==> config.mk <==
export PLATFORM = sky130hd
export DESIGN_NAME = mxpl_writer
export DESIGN_NICKNAME = d
export VERILOG_FILES = /design/src/rtl/mxpl_writer.sv
export SDC_FILE = /design/constraint.sdc
export NUM_CORES = 1
export LEC_CHECK = 0
export CAP_MARGIN = 20
export CORE_ASPECT_RATIO = 1.1
export CORE_UTILIZATION = 25
export DETAILED_ROUTE_END_ITERATION = 6
export MAX_ROUTING_LAYER = met4
export SYNTH_ARGS = -nofsm -noshare
export SYNTH_HDL_FRONTEND = slang
export SYNTH_SLANG_ARGS = --single-unit
==> constraint.sdc <==
create_clock -name clk -period 7.1 [get_ports clk]
set_clock_uncertainty 0.05 [all_clocks]
set_input_delay 1.065 -clock clk [delete_from_list [all_inputs] [get_ports clk]]
set_output_delay 1.065 -clock clk [all_outputs]
set_load 0.01 [all_outputs]
==> src/rtl/mxpl_writer.sv <==
// -----------------------------------------------------------------------------
// mxpl_writer
//
// Output-side writer for the max-pooling stage. Each pooled value strobed by
// the max-pool unit (mxplDone) is optionally ReLU-clamped, queued in a 4-entry
// FIFO and written to the output feature-map SRAM through a single-register
// output stage. Addresses are a dense row-major raster starting at baseAddr,
// which is latched on start. A one-cycle frameDone pulse follows the
// acceptance of the last write of the OUT_W x OUT_H frame.
//
// Ports:
//   clk        clock, all state changes on the rising edge
//   reset      asynchronous, active-high reset
//   start      one-cycle pulse, begins a frame and latches baseAddr (IDLE only)
//   baseAddr   address of pooled pixel (0,0)
//   result     pooled value (signed two's complement)
//   mxplDone   result valid strobe
//   memReady   SRAM accepts the presented write this cycle
//   memWe      write request
//   memAddr    write address
//   memData    write data
//   busy       high from start until the end of the frameDone cycle
//   frameDone  one-cycle pulse after the last write is accepted
//   overflow   sticky, a result was dropped because the buffer was full
// -----------------------------------------------------------------------------
module mxpl_writer #(
  parameter int DATAW = 20,
  parameter int ADDRW = 12,
  parameter int OUT_W = 14,
  parameter int OUT_H = 14,
  parameter int RELU  = 1
) (
  input  logic             clk,
  input  logic             reset,
  input  logic             start,
  input  logic [ADDRW-1:0] baseAddr,
  input  logic [DATAW-1:0] result,
  input  logic             mxplDone,
  input  logic             memReady,
  output logic             memWe,
  output logic [ADDRW-1:0] memAddr,
  output logic [DATAW-1:0] memData,
  output logic             busy,
  output logic             frameDone,
  output logic             overflow
);

  localparam int NPIX       = OUT_W * OUT_H;
  localparam int CNTW       = $clog2(NPIX + 1);
  localparam int FIFO_DEPTH = 4;
  localparam int PTRW       = 2;

  localparam logic [CNTW-1:0] NPIX_C = CNTW'(NPIX);
  localparam logic [CNTW-1:0] LAST_C = CNTW'(NPIX - 1);
  localparam logic [2:0]      FULL_C = 3'(FIFO_DEPTH);

  typedef enum logic [1:0] {
    IDLE = 2'd0,
    RUN  = 2'd1,
    DONE = 2'd2
  } state_t;

  state_t state_reg, state_next;
  logic   frame_start;

  // FIFO
  logic [DATAW-1:0] fifo_mem [FIFO_DEPTH];
  logic [PTRW-1:0]  wr_ptr_reg, rd_ptr_reg;
  logic [2:0]       fifo_cnt_reg;

  // Output stage; addr_reg doubles as the raster address counter
  logic             we_reg;
  logic [ADDRW-1:0] addr_reg;
  logic [DATAW-1:0] data_reg;

  // Frame bookkeeping
  logic [CNTW-1:0]  wr_cnt_reg;    // accepted writes
  logic [CNTW-1:0]  push_cnt_reg;  // values stored into the FIFO
  logic             overflow_reg;

  logic             in_run;
  logic             accept;
  logic             push_req;
  logic             push;
  logic             pop;
  logic             drop;
  logic             fifo_full;
  logic             last_write;
  logic [DATAW-1:0] push_data;
  logic [DATAW-1:0] fifo_head;

  // ---------------------------------------------------------------------------
  // Datapath control
  // ---------------------------------------------------------------------------
  assign in_run    = (state_reg == RUN);
  assign accept    = we_reg && memReady;
  assign fifo_full = (fifo_cnt_reg == FULL_C);
  assign fifo_head = fifo_mem[rd_ptr_reg];

  // Once the whole frame has been captured, later strobes are simply ignored:
  // they are neither stored nor counted as overflow.
  assign push_req  = in_run && mxplDone && (push_cnt_reg != NPIX_C);

  // The output stage refills whenever it is empty or its write retires now.
  assign pop       = in_run && (fifo_cnt_reg != 3'd0) && (!we_reg || memReady);

  // A full FIFO can still take a value when its head leaves in the same cycle.
  assign push      = push_req && (!fifo_full || pop);
  assign drop      = push_req && fifo_full && !pop;

  assign last_write = in_run && accept && (wr_cnt_reg == LAST_C);

  // ReLU: a set sign bit means negative in two's complement.
  assign push_data = ((RELU != 0) && result[DATAW-1]) ? '0 : result;

  // ---------------------------------------------------------------------------
  // FSM
  // ---------------------------------------------------------------------------
  always_ff @(posedge clk or posedge reset) begin
    if (reset) begin
      state_reg <= IDLE;
    end else begin
      state_reg <= state_next;
    end
  end

  always_comb begin
    state_next  = state_reg;
    frame_start = 1'b0;
    case (state_reg)
      IDLE: begin
        if (start) begin
          state_next  = RUN;
          frame_start = 1'b1;
        end
      end
      RUN: begin
        if (last_write) begin
          state_next = DONE;
        end
      end
      DONE: begin
        state_next = IDLE;
      end
      default: begin
        state_next = IDLE;
      end
    endcase
  end

  // ---------------------------------------------------------------------------
  // FIFO storage (contents need no reset; validity lives in the counters)
  // ---------------------------------------------------------------------------
  always_ff @(posedge clk) begin
    if (push) begin
      fifo_mem[wr_ptr_reg] <= push_data;
    end
  end

  // ---------------------------------------------------------------------------
  // Pointers, counters, output stage and overflow flag
  // ---------------------------------------------------------------------------
  always_ff @(posedge clk or posedge reset) begin
    if (reset) begin
      wr_ptr_reg   <= '0;
      rd_ptr_reg   <= '0;
      fifo_cnt_reg <= '0;
      we_reg       <= 1'b0;
      addr_reg     <= '0;
      data_reg     <= '0;
      wr_cnt_reg   <= '0;
      push_cnt_reg <= '0;
      overflow_reg <= 1'b0;
    end else if (frame_start) begin
      wr_ptr_reg   <= '0;
      rd_ptr_reg   <= '0;
      fifo_cnt_reg <= '0;
      we_reg       <= 1'b0;
      addr_reg     <= baseAddr;
      data_reg     <= '0;
      wr_cnt_reg   <= '0;
      push_cnt_reg <= '0;
      overflow_reg <= 1'b0;
    end else begin
      // Output stage: refill takes priority over retiring the current write.
      if (pop) begin
        we_reg   <= 1'b1;
        data_reg <= fifo_head;
      end else if (accept) begin
        we_reg   <= 1'b0;
      end

      // The address advances only on acceptance, so it holds during a stall
      // and always names the write currently (or next) presented.
      if (accept) begin
        addr_reg   <= addr_reg + ADDRW'(1);
        wr_cnt_reg <= wr_cnt_reg + CNTW'(1);
      end

      if (push) begin
        wr_ptr_reg   <= wr_ptr_reg + PTRW'(1);
        push_cnt_reg <= push_cnt_reg + CNTW'(1);
      end

      if (pop) begin
        rd_ptr_reg <= rd_ptr_reg + PTRW'(1);
      end

      fifo_cnt_reg <= fifo_cnt_reg + {2'b00, push} - {2'b00, pop};

      if (drop) begin
        overflow_reg <= 1'b1;
      end
    end
  end

  // ---------------------------------------------------------------------------
  // Outputs
  // ---------------------------------------------------------------------------
  assign memWe     = we_reg;
  assign memAddr   = addr_reg;
  assign memData   = data_reg;
  assign busy      = (state_reg != IDLE);
  assign frameDone = (state_reg == DONE);
  assign overflow  = overflow_reg;

endmodule

# == After elaboration in Yosys (flattened, before gate mapping) ==
# Memory sizes are Yosys's and may differ from the RTL's.
# Index checks and enable logic that the tools add are counted.
# op_classes
div_mod_pow,0
bitwise,0
n_lt_le_gt_ge,0
addsub,7
n_shift,0
reduce_logical,24
mux,26
multipliers,0
n_eq_ne,7
# ops
operator,n
20-bit two-way mux,2
8-bit two-way mux,4
12-bit two-way mux,2
19-bit two-way mux,1
"8-bit by 1-bit adder with 8-bit output, second input constant",2
"12-bit by 1-bit adder with 12-bit output, second input constant",1
2-bit two-way mux,6
1-bit logical AND,10
2-bit nonzero test,5
1-bit two-way mux,9
"8-bit == test, second input constant",1
"8-bit inequality test, second input constant",1
3-bit nonzero test,2
"2-bit by 1-bit adder with 2-bit output, second input constant",2
2-bit one-hot mux with 2 select lines,1
3-bit by 1-bit adder with 3-bit output,1
"3-bit == test, second input constant",1
1-bit logical NOT,3
3-bit two-way mux,1
3-bit by 1-bit subtractor with 3-bit output,1
"2-bit by 1-bit == test with 1-bit output, second input constant",1
"2-bit == test, second input constant",1
2-bit logical NOT,1
1-bit logical OR,2
other kinds (3),3
# totals
romBits,0
regBits,59
n_memories,1
latch_bits,0
ramBits,76
# memory_table
memory,depth,word_bits,rd,rd_ports_with_merged_regs,write_ports,line,source
fifo_mem,4,19,1,0,1,67,logic [DATAW-1:0] fifo_mem [FIFO_DEPTH];

# == Longest topological paths before layout ==
# Gate-level depths: netlist of run 1.
# logic_depth
depth_word,8
mapped_depth,14
mapped_depth_nobuf,14

# == Worst setup path before layout of run 1 ==
# Ideal clock, no wire load.
# synth_timing
path_kind,input -> register
startpoint,input memReady
endpoint,register fifo_cnt_reg[2]
slack_ns,3.984
path_stages,12
path_buffers,2
arrival_ns,2.934
cell_sequence,nand2b_2 -> o311a_1 -> buf_2 -> buf_2 -> ha_1 -> inv_1 -> ha_1 -> inv_1 -> fa_1 -> xor2_1 -> xnor2_1 -> nor2_1
# synth_via
elab_chain_cells,7
# synth_lines
item,line,source
"start, declared",39,"input logic memReady,"
1-bit logical OR *,105,assign pop = in_run && (fifo_cnt_reg != 3'd0) && (!we_reg || memReady);
1-bit logical AND *,105,
1-bit logical OR,108,assign push = push_req && (!fifo_full || pop);
1-bit logical AND,108,
3-bit by 1-bit adder with 3-bit output,209,"fifo_cnt_reg <= fifo_cnt_reg + {2'b00, push} - {2'b00, pop};"
3-bit by 1-bit subtractor with 3-bit output *,209,
3-bit two-way mux *,174,end else if (frame_start) begin
"end signal, assigned",209,
"end, declared",69,logic [2:0] fifo_cnt_reg;
# Every way passes the cells marked *; elsewhere a longest branch is shown, timed or not.
# A chain may end at the register's enable or synchronous reset.

# == Worst setup path after layout of run 1 ==
# Same ends and word-level chain as after synthesis.

==> run summary, run 1 <==
SYNTHESIS
------------------------------------------------------------------------------
Proportion of synthesized chip area in sequential cells .........       0.6449
Top cells by area, synth ........................................ sky130_fd_sc_hd__edfxtp_1, sky130_fd_sc_hd__dfrtp_1, sky130_fd_sc_hd__mux4_2
Leading area contributor after synthesis ........................ sky130_fd_sc_hd__edfxtp_1
Avg Synthesized Cell Area .......................................  13.82 sq um
Top-area cell type share of the netlist area ....................       0.3942
Combined area of all synthesized cells ..........................   5789 sq um
Synth Net Count .................................................          467
YS warnings .....................................................            0
Register bit total from synthesis ...............................          134
Number of enable-type register cells in the synthesized netlist .           76
Syn Inst Count ..................................................          419
Count of different cell masters after synthesis .................           47
Area fraction in and, or, nand and nor cells after synthesis ....       0.1301
Xor/xnor share of the synthesized area ..........................      0.03177
Adder-Cell Fraction of Synth Area ...............................      0.02507
Main combinational cell family by area after synthesis .......... simple AND/OR/NAND/NOR gates
Mux share of post-synthesis cell area ...........................      0.08645
Dominant register cell in the synthesized netlist ............... sky130_fd_sc_hd__edfxtp_1
Synth Area in Compound Gates ....................................      0.05273
Post-synth ARST share ...........................................       0.4328

CTS
------------------------------------------------------------------------------
Root buffer cell ................................................ sky130_fd_sc_hd__clkbuf_16
CTS Hold Buffers Added ..........................................            0
Maximum level of the CTS H-tree .................................            4
Post-CTS setup repair buffer count ..............................            0
Worst skew pair latency .........................................      0.41 ns
TritonCTS clock tree ............................................        built
Number of buffers inserted during clock tree synthesis ..........           17
Clock transition at the registers of the reported paths .........      0.06 ns
Buffers from clock root to sink, at most ........................            2
Number of sinks on the clock net ................................          134
PostCTS Resize Cnt ..............................................            0

DETAILED ROUTING
------------------------------------------------------------------------------
First-pass iteration count of the detailed router ...............            4
Detail-routed net length per standard cell ......................     14.28 um
Number of DRC markers in iteration 0 ............................          157
Total number of vias ............................................         3512
Post-route ant nets .............................................            0
Overall routed net length .......................................     11520 um
Post-detailed-route via-to-cell ratio ...........................        4.352
DR DRC count ....................................................            0

SETUP PATH
------------------------------------------------------------------------------
Start-to-end type of the worst setup path ....................... input pin to flip-flop
Max Fanout on Critical Path .....................................           43
Critical path required time .....................................      7.34 ns
Launching point of the worst reg2reg path ....................... push_cnt_reg[0]
Critical Path End Type ..........................................    flip-flop
Crit Reg-Reg Endpoint ........................................... fifo_cnt_reg[2]
Startpoint Class ................................................    input pin
Depth of the worst register-to-register path ....................           14
FF-to-FF setup slack ............................................      4.06 ns
Worst Path Arrival ..............................................      3.68 ns

GLOBAL ROUTING
------------------------------------------------------------------------------
Total global routing overflow ...................................            0
Maximum number of pins on one net before global-route repair ....           59
Global-route wire length before repair ..........................     18970 um
Overall routing resource usage ..................................       0.1074
Antenna violations before repair ................................            0
Number of global-route vias before repair .......................         3627

FINAL LAYOUT
------------------------------------------------------------------------------
Flip-flop count of the largest register after layout ............           76
P&R area growth vs syn ..........................................       27.71%
Diode insertion count for antenna repair ........................            0
Number of nets at the end of the flow ...........................          542
Share of the core filled with cells .............................       0.3245
Register name with the most flops ...............................     fifo_mem
Layout cells sized above 1 ......................................       0.1361
Post-route non-filler standard cell count .......................          807

TIMING
------------------------------------------------------------------------------
Number of failing setup endpoints in the final timing report ....            0
Highest Clock Rate ..............................................    290.4 MHz
Slew at the pin closest to its max-slew limit ...................     1.053 ns
Relative slew margins ...........................................       0.2982
Count of final hold-check violations ............................            0
Post-route setup TNS ............................................         0 ns
Final cycle utilization of the critical path ....................       0.4850
Unrepaired setup endpoints after global routing .................        false
Post-layout min period ..........................................     3.444 ns
Number of max-slew violations in the final report ...............            0

FLOORPLANNING
------------------------------------------------------------------------------
Die area ........................................................  23770 sq um
Initial core utilization ........................................       0.2541
Vertical die dimension ..........................................     161.6 um
I/O Pins ........................................................           73
Floorplan core area .............................................  22790 sq um
Standard-cell row count .........................................           58
Die width .......................................................     147.1 um

POWER AND IR DROP
------------------------------------------------------------------------------
Logic pwr share .................................................        0.292
Internal Dissipation ............................................      2022 uW
Sequential cell fraction of total power .........................        0.414
Part of the total power dissipated in the clock network .........        0.294
Net switching power .............................................     908.5 uW
IR drop worst, VDD ..............................................  0.0002040 V
Static Leakage ..................................................  0.002753 uW
Share of total power consumed by net switching ..................       0.3100
Pwr Density ..................................................... 396.3 nW/um^2

WORST HOLD PATH
------------------------------------------------------------------------------
Hold_sp ......................................................... state_reg[1]
Worst Hold Path Cells ...........................................            1
Type of the tightest min-delay check ............................ flip-flop to flip-flop
Hold-critical path endpoint ..................................... state_reg[1]

PLACED DESIGN
------------------------------------------------------------------------------
Hpwl dp .........................................................      7419 um
Placed insts ....................................................          775
Placer congestion estimate ......................................       0.7787
Number of port buffers ..........................................           71

FLOW RUN
------------------------------------------------------------------------------
Number of maximum-capacitance violations ........................            0

OUTCOME
------------------------------------------------------------------------------
Status .......................................................... complete, no violations

-- worst max-delay path, stage by stage --
cell and delay (ns):
sky130_fd_sc_hd__clkdlybuf4s50_1 0.53, sky130_fd_sc_hd__nand2b_2 0.26, sky130_fd_sc_hd__o311a_1 0.19, sky130_fd_sc_hd__buf_4 0.37
sky130_fd_sc_hd__ha_1 0.30, sky130_fd_sc_hd__inv_1 0.06, sky130_fd_sc_hd__ha_1 0.13, sky130_fd_sc_hd__inv_1 0.05
sky130_fd_sc_hd__fa_1 0.37, sky130_fd_sc_hd__xor2_1 0.17, sky130_fd_sc_hd__xnor2_1 0.13, sky130_fd_sc_hd__nor2_1 0.05
-- how the worst max path moves through the flow --
stage,end,start,cells after the start
after floorplan,fifo_cnt_reg[2],memReady,12
after global placement,fifo_cnt_reg[2],memReady,12
after detailed placement,fifo_cnt_reg[2],memReady,12
after CTS,fifo_cnt_reg[2],memReady,12
after global routing,fifo_cnt_reg[2],memReady,12
final,fifo_cnt_reg[2],memReady,12
-- per-layer routing --
metal | global-route usage | wire (um) | vias up
met5 | - | 0 | -
li1 | - | - | 1660
met2 | 0.1679 | 5534 | 88
met4 | 0.04311 | 143 | 0
met3 | 0.02740 | 556 | 12
met1 | 0.1324 | 5285 | 1752
-- metrics by stage --
step	area (sq um)	hold slack, ns	setup WS, ns	total power (uW)
after floorplan	5789	0.3890	3.984	1739
after detailed placement	6804	0.4174	3.228	2104
after CTS	7393	0.4294	3.653	2974
final	7393	0.4237	3.656	2930
after global routing	7393	0.4718	3.504	3116
after global placement	6804	0.4097	3.261	2075
-- power groups by stage --
stage                     sequential, uW  clock (uW)  combinational (uW)
after floorplan                     1210           0                 527
after global placement              1220           0                 854
after detailed placement            1230           0                 876
after CTS                           1220         880                 878
after global routing                1240         916                 958
final                               1210         863                 856
-- logic make-up (layout without fill, tap and decap cells) --
kind of cell / Yosys count / count (layout)
mux: 26 / 26
buf+inv: 34 / 122
compound gates: 49 / 49
xor+xnor: 21 / 21
fa+ha+maj: 11 / 11
flops: 134 / 134
simple gates: 143 / 143
other cells: 1 / 1
-- placed cells by master, fill, tap and decap left out, types with 11 or more instances in the layout --
cell type	synthesis	routed
sky130_fd_sc_hd__mux4_2	19	19
sky130_fd_sc_hd__dfrtp_1	58	58
sky130_fd_sc_hd__nand2_1	59	59
sky130_fd_sc_hd__clkbuf_16	0	17
sky130_fd_sc_hd__clkdlybuf4s50_1	0	71
sky130_fd_sc_hd__nor2b_1	20	20
sky130_fd_sc_hd__nor2_1	16	16
sky130_fd_sc_hd__inv_1	13	12
sky130_fd_sc_hd__o21ai_0	33	33
sky130_fd_sc_hd__xnor2_1	11	11
sky130_fd_sc_hd__edfxtp_1	76	76
-- layout make-up --
type / instances / area (sq um)
multi-input cells: 251 / 1892
fillers: 2249 / 15390
inverters: 14 / 55.05
well taps: 300 / 375.4
flip-flops and latches: 134 / 3734
clock buffers: 19 / 442.9
repair buffers: 76 / 748.2
clock inverters: 13 / 146.4
-- Yosys cell counts, types with 2 or more instances --
| cell type | number |
|---|---|
| sky130_fd_sc_hd__edfxtp_1 | 76 |
| sky130_fd_sc_hd__nand2_1 | 59 |
| sky130_fd_sc_hd__dfrtp_1 | 58 |
| sky130_fd_sc_hd__o21ai_0 | 33 |
| sky130_fd_sc_hd__nor2b_1 | 20 |
| sky130_fd_sc_hd__mux4_2 | 19 |
| sky130_fd_sc_hd__nor2_1 | 16 |
| sky130_fd_sc_hd__inv_1 | 13 |
| sky130_fd_sc_hd__xnor2_1 | 11 |
| sky130_fd_sc_hd__ha_1 | 10 |
| sky130_fd_sc_hd__xor2_1 | 10 |
| sky130_fd_sc_hd__buf_2 | 8 |
| sky130_fd_sc_hd__nand4_1 | 8 |
| sky130_fd_sc_hd__and2_1 | 7 |
| sky130_fd_sc_hd__clkbuf_1 | 7 |
| sky130_fd_sc_hd__nand3_1 | 6 |
| sky130_fd_sc_hd__nor3_1 | 6 |
| sky130_fd_sc_hd__mux2i_1 | 5 |
| sky130_fd_sc_hd__nor4_1 | 5 |
| sky130_fd_sc_hd__o211ai_1 | 4 |
| sky130_fd_sc_hd__a21oi_1 | 3 |
| sky130_fd_sc_hd__and3_1 | 3 |
| sky130_fd_sc_hd__buf_4 | 2 |
| sky130_fd_sc_hd__buf_6 | 2 |
| sky130_fd_sc_hd__mux2_1 | 2 |
| sky130_fd_sc_hd__nand2b_1 | 2 |
| sky130_fd_sc_hd__nand2b_2 | 2 |
| sky130_fd_sc_hd__nor3_2 | 2 |
| sky130_fd_sc_hd__o2111ai_1 | 2 |
(Power assumes the default switching activity.)
==> run 2, diff against run 1 <==
Clock period 7.1 ns to 3.07 ns, I/O delays scaled along.
==> run 2 against run 1 <==
Sequential power up 130%. Utilization up 0.28 points. Clock power up 130%. First-iteration DRC count up 30%. Die area unchanged. Largest power group unchanged.
==> run summary, run 2 (same netlist as run 1, synthesis figures left out) <==
TIMING
-------------------------------------------------------------------------------------
Slew at the pin closest to its max-slew limit ..........................    0.5630 ns   was 1.053 ns
Post-route setup TNS ...................................................         0 ns   unchanged
Final cycle utilization of the critical path ...........................       0.8922
Relative slew margins ..................................................       0.6241   was 0.2982
WHS ....................................................................    0.3702 ns   was 0.4237 ns
Highest Clock Rate .....................................................    365.1 MHz
Count of final hold-check violations ...................................            0   unchanged
Post-layout min period .................................................     2.739 ns
Number of max-slew violations in the final report ......................            0   unchanged
Unrepaired setup endpoints after global routing ........................        false   unchanged
Number of failing setup endpoints in the final timing report ...........            0   unchanged

CTS
-------------------------------------------------------------------------------------
Buffers from clock root to sink, at most ...............................            2   unchanged
TritonCTS clock tree ...................................................        built   unchanged
CTS Hold Buffers Added .................................................            0   unchanged
Root buffer cell ....................................................... sky130_fd_sc_hd__clkbuf_16   unchanged
PostCTS Resize Cnt .....................................................            0   unchanged
Worst skew pair latency ................................................      0.41 ns   about the same
Post-CTS setup repair buffer count .....................................            0   unchanged
Clock transition at the registers of the reported paths ................      0.06 ns   about the same
Number of buffers inserted during clock tree synthesis .................           17   unchanged
Number of sinks on the clock net .......................................          134   unchanged
Maximum level of the CTS H-tree ........................................            4   unchanged

OUTCOME
-------------------------------------------------------------------------------------
Status ................................................................. complete, no violations   unchanged

GLOBAL ROUTING
-------------------------------------------------------------------------------------
Maximum number of pins on one net before global-route repair ...........           43   was 59
Number of global-route vias before repair ..............................         3847   was 3627
Overall routing resource usage .........................................       0.1127   was 0.1074
Global-route wire length before repair .................................     19970 um   was 18970 um
Total global routing overflow ..........................................            0   unchanged
Antenna violations before repair .......................................            0   unchanged

SETUP PATH
-------------------------------------------------------------------------------------
Critical Path End Type .................................................    flip-flop   unchanged
Worst Path Arrival .....................................................      2.99 ns   was 3.68 ns
Startpoint Class .......................................................    flip-flop   was input pin
Critical path required time ............................................      3.32 ns   was 7.34 ns
Start-to-end type of the worst setup path .............................. flip-flop to flip-flop   was input pin to flip-flop
Depth of the worst register-to-register path ...........................           14   unchanged
Max Fanout on Critical Path ............................................            7   was 43

FINAL LAYOUT
-------------------------------------------------------------------------------------
Number of nets at the end of the flow ..................................          552   was 542
Register name with the most flops ......................................     fifo_mem   unchanged
Most frequent standard cell in the layout excluding fill and tap cells . sky130_fd_sc_hd__edfxtp_1   unchanged
Most frequent cells in the layout ...................................... sky130_fd_sc_hd__edfxtp_1, sky130_fd_sc_hd__clkdlybuf4s50_1, sky130_fd_sc_hd__nand2_1   unchanged
Flip-flop count of the largest register after layout ...................           76   unchanged
P&R area growth vs syn .................................................       28.81%   was 27.71%
Layout cells sized above 1 .............................................       0.1509   was 0.1361
Fill cell total of the finished layout .................................         2265   was 2249
Diode insertion count for antenna repair ...............................            0   unchanged

DETAILED ROUTING
-------------------------------------------------------------------------------------
Detail-routed net length per standard cell .............................     14.68 um   was 14.28 um
Total number of vias ...................................................         3516   was 3512
Post-route ant nets ....................................................            0   unchanged
Post-detailed-route via-to-cell ratio ..................................        4.304   was 4.352
DR DRC count ...........................................................            0   unchanged
Overall routed net length ..............................................     12000 um   was 11520 um
First-pass iteration count of the detailed router ......................            5   was 4
Number of DRC markers in iteration 0 ...................................          204   was 157

PLACED DESIGN
-------------------------------------------------------------------------------------
Hpwl dp ................................................................      7834 um   was 7419 um
Number of port buffers .................................................           71   unchanged
Placer congestion estimate .............................................       0.8053   was 0.7787

FLOORPLANNING
-------------------------------------------------------------------------------------
Die area ...............................................................  23770 sq um   unchanged
Standard-cell row count ................................................           58   unchanged
Initial core utilization ...............................................       0.2541   unchanged
Die width ..............................................................     147.1 um   unchanged
Floorplan core area ....................................................  22790 sq um   unchanged
Vertical die dimension .................................................     161.6 um   unchanged
I/O Pins ...............................................................           73   unchanged

POWER AND IR DROP
-------------------------------------------------------------------------------------
IR drop worst, VDD .....................................................  0.0003715 V   was 0.0002040 V
Static Leakage .........................................................  0.002796 uW   was 0.002753 uW
Pwr Density ............................................................ 909.2 nW/um^2   was 396.3 nW/um^2

FLOW RUN
-------------------------------------------------------------------------------------
Number of maximum-capacitance violations ...............................            0   unchanged

WORST HOLD PATH
-------------------------------------------------------------------------------------
Type of the tightest min-delay check ................................... input pin to asynchronous set/reset pin   was flip-flop to flip-flop

==> run 2: critical path, stage by stage (launching register included) <==
cell and delay (ns):
sky130_fd_sc_hd__dfrtp_1 0.44, sky130_fd_sc_hd__inv_1 0.09, sky130_fd_sc_hd__ha_1 0.20, sky130_fd_sc_hd__nand4b_4 0.12
sky130_fd_sc_hd__o311ai_4 0.35, sky130_fd_sc_hd__nor2_4 0.10, sky130_fd_sc_hd__inv_4 0.09, sky130_fd_sc_hd__ha_1 0.22
sky130_fd_sc_hd__inv_1 0.05, sky130_fd_sc_hd__ha_1 0.13, sky130_fd_sc_hd__inv_1 0.05, sky130_fd_sc_hd__fa_1 0.36
sky130_fd_sc_hd__xor2_1 0.18, sky130_fd_sc_hd__xnor2_1 0.14, sky130_fd_sc_hd__nor2_1 0.05
==> run 2: path summary, 6_finish.rpt <==
kind	slack, ns	end	from
worst max-delay path	0.33	fifo_cnt_reg[2]	push_cnt_reg[0]
min in group clk	0.42	state_reg[1]	state_reg[1]
worst max register to register	0.33	fifo_cnt_reg[2]	push_cnt_reg[0]
worst min-delay path	0.37	memData[10]	reset
max in group asynchronous	1.89	memAddr[5]	reset
worst min register to register	0.42	state_reg[1]	state_reg[1]
==> run 2: cell type report <==
| type | instances | area [sq um] | share of cell area |
|---|---|---|---|
| timing repair buffer | 86 | 823.3 | 0.1104 |
| clock inverter | 12 | 120.1 | 0.01611 |
| clock buffer | 20 | 457.9 | 0.06141 |
| multi-input combinational | 251 | 1892 | 0.2537 |
| inverter | 14 | 55.05 | 0.007383 |
| sequential | 134 | 3734 | 0.5007 |
| tap | 300 | 375.4 | 0.05034 |
==> run 2: metrics by stage <==
step	cell area (sq um)	setup slack (ns)	power, uW	std cells	util
after floorplan	5789	0.4875	4022	419	-
after global placement	6879	0.1627	4839	785	0.3019
after detailed placement	6879	0.1428	4905	785	0.3019
after CTS	7457	0.3009	6894	817	0.3273
after global routing	7457	0.1401	7230	817	0.3273
final	7457	0.3309	6780	817	0.3273
==> run 2: per-layer routing <==
layer	wire length [um]	vias up	GRT usage
met5	0	-	-
met4	129	0	0.02812
met1	5462	1744	0.1322
met2	5909	78	0.1880
li1	-	1683	-
met3	494	11	0.03418
==> run 2: power by group <==
group | internal [uW] | switching, uW
Combinational | 1060 | 1010
Sequential | 2420 | 349
Clock | 1170 | 776
Total | 4650 | 2130
